==> config.mk <==
export PLATFORM = sky130hd
export DESIGN_NAME = uart_frame_decoder
export DESIGN_NICKNAME = d
export VERILOG_FILES = /design/src/rtl/uart_frame_decoder.sv
export SDC_FILE = /design/constraint.sdc
export NUM_CORES = 1
export LEC_CHECK = 0
export CORE_MARGIN = 3
export CORE_UTILIZATION = 40
export DETAILED_ROUTE_END_ITERATION = 8
export PLACE_DENSITY_LB_ADDON = 0.1
export SYNTH_ARGS = -nofsm -noshare
export SYNTH_HDL_FRONTEND = slang
export SYNTH_SLANG_ARGS = --single-unit
==> constraint.sdc <==
create_clock -name aclk -period 1.85 [get_ports aclk]
set_input_delay 0.4625 -clock aclk [delete_from_list [all_inputs] [get_ports aclk]]
set_output_delay 0.4625 -clock aclk [all_outputs]
set_load 0.01 [all_outputs]
==> src/rtl/uart_frame_decoder.sv <==
// Byte-stream frame decoder: strips START/STOP framing and ESCAPE stuffing from
// received UART bytes and emits the payload as an 8-bit AXI-Stream with TLAST.
module uart_frame_decoder #(
  parameter logic [7:0] START_BYTE    = 8'd125,
  parameter logic [7:0] STOP_BYTE     = 8'd126,
  parameter logic [7:0] ESCAPE_BYTE   = 8'd127,
  parameter int         MAX_FRAME_LEN = 1024
) (
  input  logic       aclk,
  input  logic       areset,
  input  logic       s_axis_tvalid,
  output logic       s_axis_tready,
  input  logic [7:0] s_axis_tdata,
  output logic       m_axis_tvalid,
  input  logic       m_axis_tready,
  output logic [7:0] m_axis_tdata,
  output logic       m_axis_tlast,
  output logic       in_frame,
  output logic       err_restart,
  output logic       err_overflow,
  output logic       frame_empty
);
  localparam int CW = $clog2(MAX_FRAME_LEN + 1);
  localparam logic [CW-1:0] CNT_MAX = CW'(MAX_FRAME_LEN);

  typedef enum logic [1:0] {IDLE, FRAME, ESC} state_t;

  state_t          state, state_n;
  logic            h_valid, h_valid_n;
  logic [7:0]      h_data, h_data_n;
  logic [CW-1:0]   cnt, cnt_n;
  logic            push, push_last, is_data;
  logic            restart_n, overflow_n, empty_n;
  logic            acc;

  // One raw byte yields at most one output byte, so a free-or-draining
  // output register is the only backpressure condition.
  assign s_axis_tready = !m_axis_tvalid || m_axis_tready;
  assign acc           = s_axis_tvalid && s_axis_tready;

  always_comb begin
    state_n    = state;
    h_valid_n  = h_valid;
    h_data_n   = h_data;
    cnt_n      = cnt;
    push       = 1'b0;
    push_last  = 1'b0;
    is_data    = 1'b0;
    restart_n  = 1'b0;
    overflow_n = 1'b0;
    empty_n    = 1'b0;
    if (acc) begin
      case (state)
        IDLE: begin
          if (s_axis_tdata == START_BYTE) begin
            state_n   = FRAME;
            cnt_n     = '0;
            h_valid_n = 1'b0;
          end
        end
        FRAME: begin
          if (s_axis_tdata == ESCAPE_BYTE) begin
            state_n = ESC;
          end else if (s_axis_tdata == STOP_BYTE) begin
            push      = h_valid;
            push_last = 1'b1;
            empty_n   = !h_valid;
            h_valid_n = 1'b0;
            state_n   = IDLE;
          end else if (s_axis_tdata == START_BYTE) begin
            push      = h_valid;
            push_last = 1'b1;
            restart_n = 1'b1;
            cnt_n     = '0;
            h_valid_n = 1'b0;
          end else begin
            is_data = 1'b1;
          end
        end
        ESC: begin
          is_data = 1'b1;
          state_n = FRAME;
        end
        default: state_n = IDLE;
      endcase

      if (is_data) begin
        if (cnt == CNT_MAX) begin
          // Close the frame on the held byte; the excess byte and the rest
          // of the frame are swallowed by IDLE.
          push       = 1'b1;
          push_last  = 1'b1;
          overflow_n = 1'b1;
          h_valid_n  = 1'b0;
          state_n    = IDLE;
        end else begin
          push      = h_valid;
          h_data_n  = s_axis_tdata;
          h_valid_n = 1'b1;
          cnt_n     = cnt + CW'(1);
        end
      end
    end
  end

  always_ff @(posedge aclk) begin
    if (areset) begin
      state         <= IDLE;
      h_valid       <= 1'b0;
      h_data        <= 8'h00;
      cnt           <= '0;
      m_axis_tvalid <= 1'b0;
      m_axis_tdata  <= 8'h00;
      m_axis_tlast  <= 1'b0;
      in_frame      <= 1'b0;
      err_restart   <= 1'b0;
      err_overflow  <= 1'b0;
      frame_empty   <= 1'b0;
    end else begin
      state        <= state_n;
      h_valid      <= h_valid_n;
      h_data       <= h_data_n;
      cnt          <= cnt_n;
      in_frame     <= (state_n != IDLE);
      err_restart  <= restart_n;
      err_overflow <= overflow_n;
      frame_empty  <= empty_n;
      if (push) begin
        m_axis_tvalid <= 1'b1;
        m_axis_tdata  <= h_data;
        m_axis_tlast  <= push_last;
      end else if (m_axis_tready) begin
        m_axis_tvalid <= 1'b0;
      end
    end
  end
endmodule

==> results by group <==
GRT
  • Initial antenna violation count: 0
  • GRT Residual Overflow: 0
  • Pin count of the biggest net entering global routing: 22
  • Vias in the first global route: 2106
  • First-pass GRT wire length: 10.0 mm
  • GRT Total Usage: around a fifth

Place
  • Pre-CTS setup slack: -0.536 ns
  • GP Congestion: 0.886
  • DPL Wire Length: between 4 and 5 mm
  • Input/output buffers: 26

Timing
  • Final setup viols: 2
  • WHS: 0.486 ns
  • Tmin final: around 1.9 ns
  • Max-slew violation count: 0
  • Max Clk Rate: around 540 MHz
  • Worst Tran Pin Value: 0.387 ns
  • RSZ-0062 raised after global routing: yes
  • Final worst slack: -0.0118 ns
  • Hold Vio Cnt, Final: 0
  • Fin crit share: 101%
  • Skew final: just under 0.007 ns
  • Max-slew headroom: ~74%

Power and ir drop
  • Power Density: between 500 and 600 nW/um^2
  • Static Leak: roughly 0.0013 uW
  • Worst vdd rail ir drop: between 0.0004 and 0.0005 V

Detailed routing
  • Initial DRC Count: between 150 and 200
  • DRT Pass-1 Iters: 5
  • DRC Markers: 0
  • Routed WL: between 5 and 6 mm
  • Vias per cell: between 5 and 6
  • Via Count: 2148
  • Antenna Violating Nets Remaining: 0
  • Drt wl/cell: about 15 um

Synth
  • Yosys Warn Count: 0
  • Fraction of registers with async set/reset: 0%
  • Synthesized cell area: roughly 2000 sq um
  • Netlist cell types: 50
  • Post-synthesis sequential area ratio: 35.3%
  • Post-Syn Instances: 232
  • Avg Cell Area, Syn: about 8.8 sq um
  • Syn_nets: 250
  • Register bit count reported by yosys: 36
  • Main synth FF type: dfxtp_1
  • Post-synth EDFFs: 0

Setup path
  • CP Launch Type: input port
  • Crit path DAT: between 2 and 2.5 ns
  • Worst EP required: about 2 ns
  • Max FO, Critical Path: 5
  • Cells on worst reg2reg path: 7
  • Setup CP Type: input port to flip-flop
  • R2r setup slk: -0.01 ns
  • CP Capture Type: flip-flop

Floorplan
  • Core Area: 4820 sq um
  • Rows: 25
  • DIE WIDTH: around 77 um
  • DIE AREA: between 5000 and 6000 sq um
  • Initial Utilization: a little over two fifths
  • Top Ports: 27
  • Chip Height: approximately 77 um

Finish
  • # diodes: 0
  • Most common cell after layout, fill and taps aside: buf_4
  • Layout cells sized above 1: around 37%
  • Most frequent cells in the layout: buf_4, dfxtp_1, clkdlybuf4s50_1
  • Nets: around 350
  • Layout fillers: between 400 and 500
  • Synth-to-Final Area Change: 57.5%

CTS
  • Clock Sinks: 36
  • CTS root buf: clkbuf_8
  • H-tree depth: 2
  • CTS tree: built
  • Later-pin clock latency in the skew report: 0.29 ns
  • # hold bufs at CTS: 0
  • Clk slew on worst S/H paths: approximately 0.070 ns
  • Clk buf depth: 2
  • Num CTS Buffers: 5

Run status
  • Outcome: finished, violations left
  • Violated checks: negative setup slack

Job
  • Number of max-cap violations: 0

Min path
  • Hold Crit Class: flip-flop to flip-flop
  • Hold Crit Depth: 2
-- final cells by class --
cell class	instances	area, sq um	area share [%]
clock buffers	7	96.3	3.00
clock inverters	1	30.0	0.934
inverters	7	28.8	0.895
multi-input cells	179	1420	44.0
flip-flops and latches	36	726	22.6
well taps	67	83.8	2.61
repair buffers	101	835	26.0
-- timing repair --
action | 4_1_cts | 5_1_grt
setup endpoints to repair | 35 | 29
setup buffers | 3 | 2
cloned | 1 | 0
pin swaps | 16 | 10
gates resized for setup | 31 | 19
-- registers in the layout (all words and copies together), names as in the netlist, 2 cells and up --
| signal | cells |
|---|---|
| state | 2 |
| h_data | 8 |
| m_axis_tdata | 8 |
| cnt | 11 |
-- synthesized netlist by cell type (4+ instances only) --
| cell type | n | area share (%) |
|---|---|---|
| nor3_1 | 6 | 1.5 |
| and3_1 | 14 | 4.3 |
| a31oi_1 | 8 | 2.5 |
| a222oi_1 | 8 | 3.9 |
| o211ai_1 | 8 | 2.9 |
| nand3_1 | 7 | 1.7 |
| nand2b_1 | 4 | 1.2 |
| ha_1 | 6 | 3.7 |
| dfxtp_1 | 36 | 35 |
| mux2i_1 | 8 | 3.9 |
| nand2_1 | 19 | 3.5 |
| o21ai_1 | 5 | 1.2 |
| and2_1 | 10 | 3.1 |
| a21oi_1 | 17 | 4.2 |
| nor2_1 | 12 | 2.2 |
| clkbuf_1 | 8 | 1.5 |
| inv_1 | 7 | 1.3 |
-- worst max-delay path, stage by stage --
cell and delay (ns):
dlygate4sd2_1 0.25, o211ai_2 0.26, o211ai_4 0.17, a2111oi_4 0.38, buf_4 0.20, or2b_1 0.23, a31oi_1 0.12
-- metrics by stage --
stage / total power, uW / util (%) / area (sq um) / instances / setup TNS [ns]
4_1_cts: 1660 / 64.6 / 3110 / 396 / 0
5_1_grt: 1710 / 66.8 / 3220 / 398 / -1.05
2_1_floorplan: 830 / - / 2070 / 232 / 0
3_5_place_dp: 909 / 59.9 / 2890 / 384 / -16.00
3_3_place_gp: 909 / 59.9 / 2890 / 384 / -15.35
6_report: 1650 / 66.8 / 3220 / 398 / -0.0186
-- final timing paths --
kind | endpoint | startpoint
worst max-delay path | cnt[2] | s_axis_tdata[1]
worst min-delay path | m_axis_tlast | m_axis_tlast
worst max register to register | cnt[2] | state[0]
worst min register to register | m_axis_tlast | m_axis_tlast
-- logic make-up (layout without fill, tap and decap cells) --
| logic type | count (synthesis) | in the layout | synth area share [%] |
|---|---|---|---|
| AO/OA/AOI/OAI | 74 | 75 | 27.7 |
| XOR/XNOR | 3 | 3 | 1.29 |
| adder cells (fa/ha/maj) | 6 | 6 | 3.68 |
| buffers and inverters | 18 | 116 | 3.49 |
| flip-flops | 36 | 36 | 35.3 |
| multiplexers | 8 | 8 | 3.92 |
| AND/OR/NAND/NOR | 87 | 87 | 24.6 |
-- power breakdown --
part	internal (uW)	switching (uW)	total, uW
logic	58.4	60.5	119
clock network	476	277	753
registers	774	0.0652	774
-- routing by layer --
layer  vias to the layer above  wire [um]  global-route usage, %
met2                        47       2880                   33.4
met5                         -          0                      0
met3                         9        206                   3.83
li1                       1095          -                      -
met4                         0         63                   5.52
met1                       997       2730                   27.4
No activity file was read; power rests on OpenSTA's default activity.
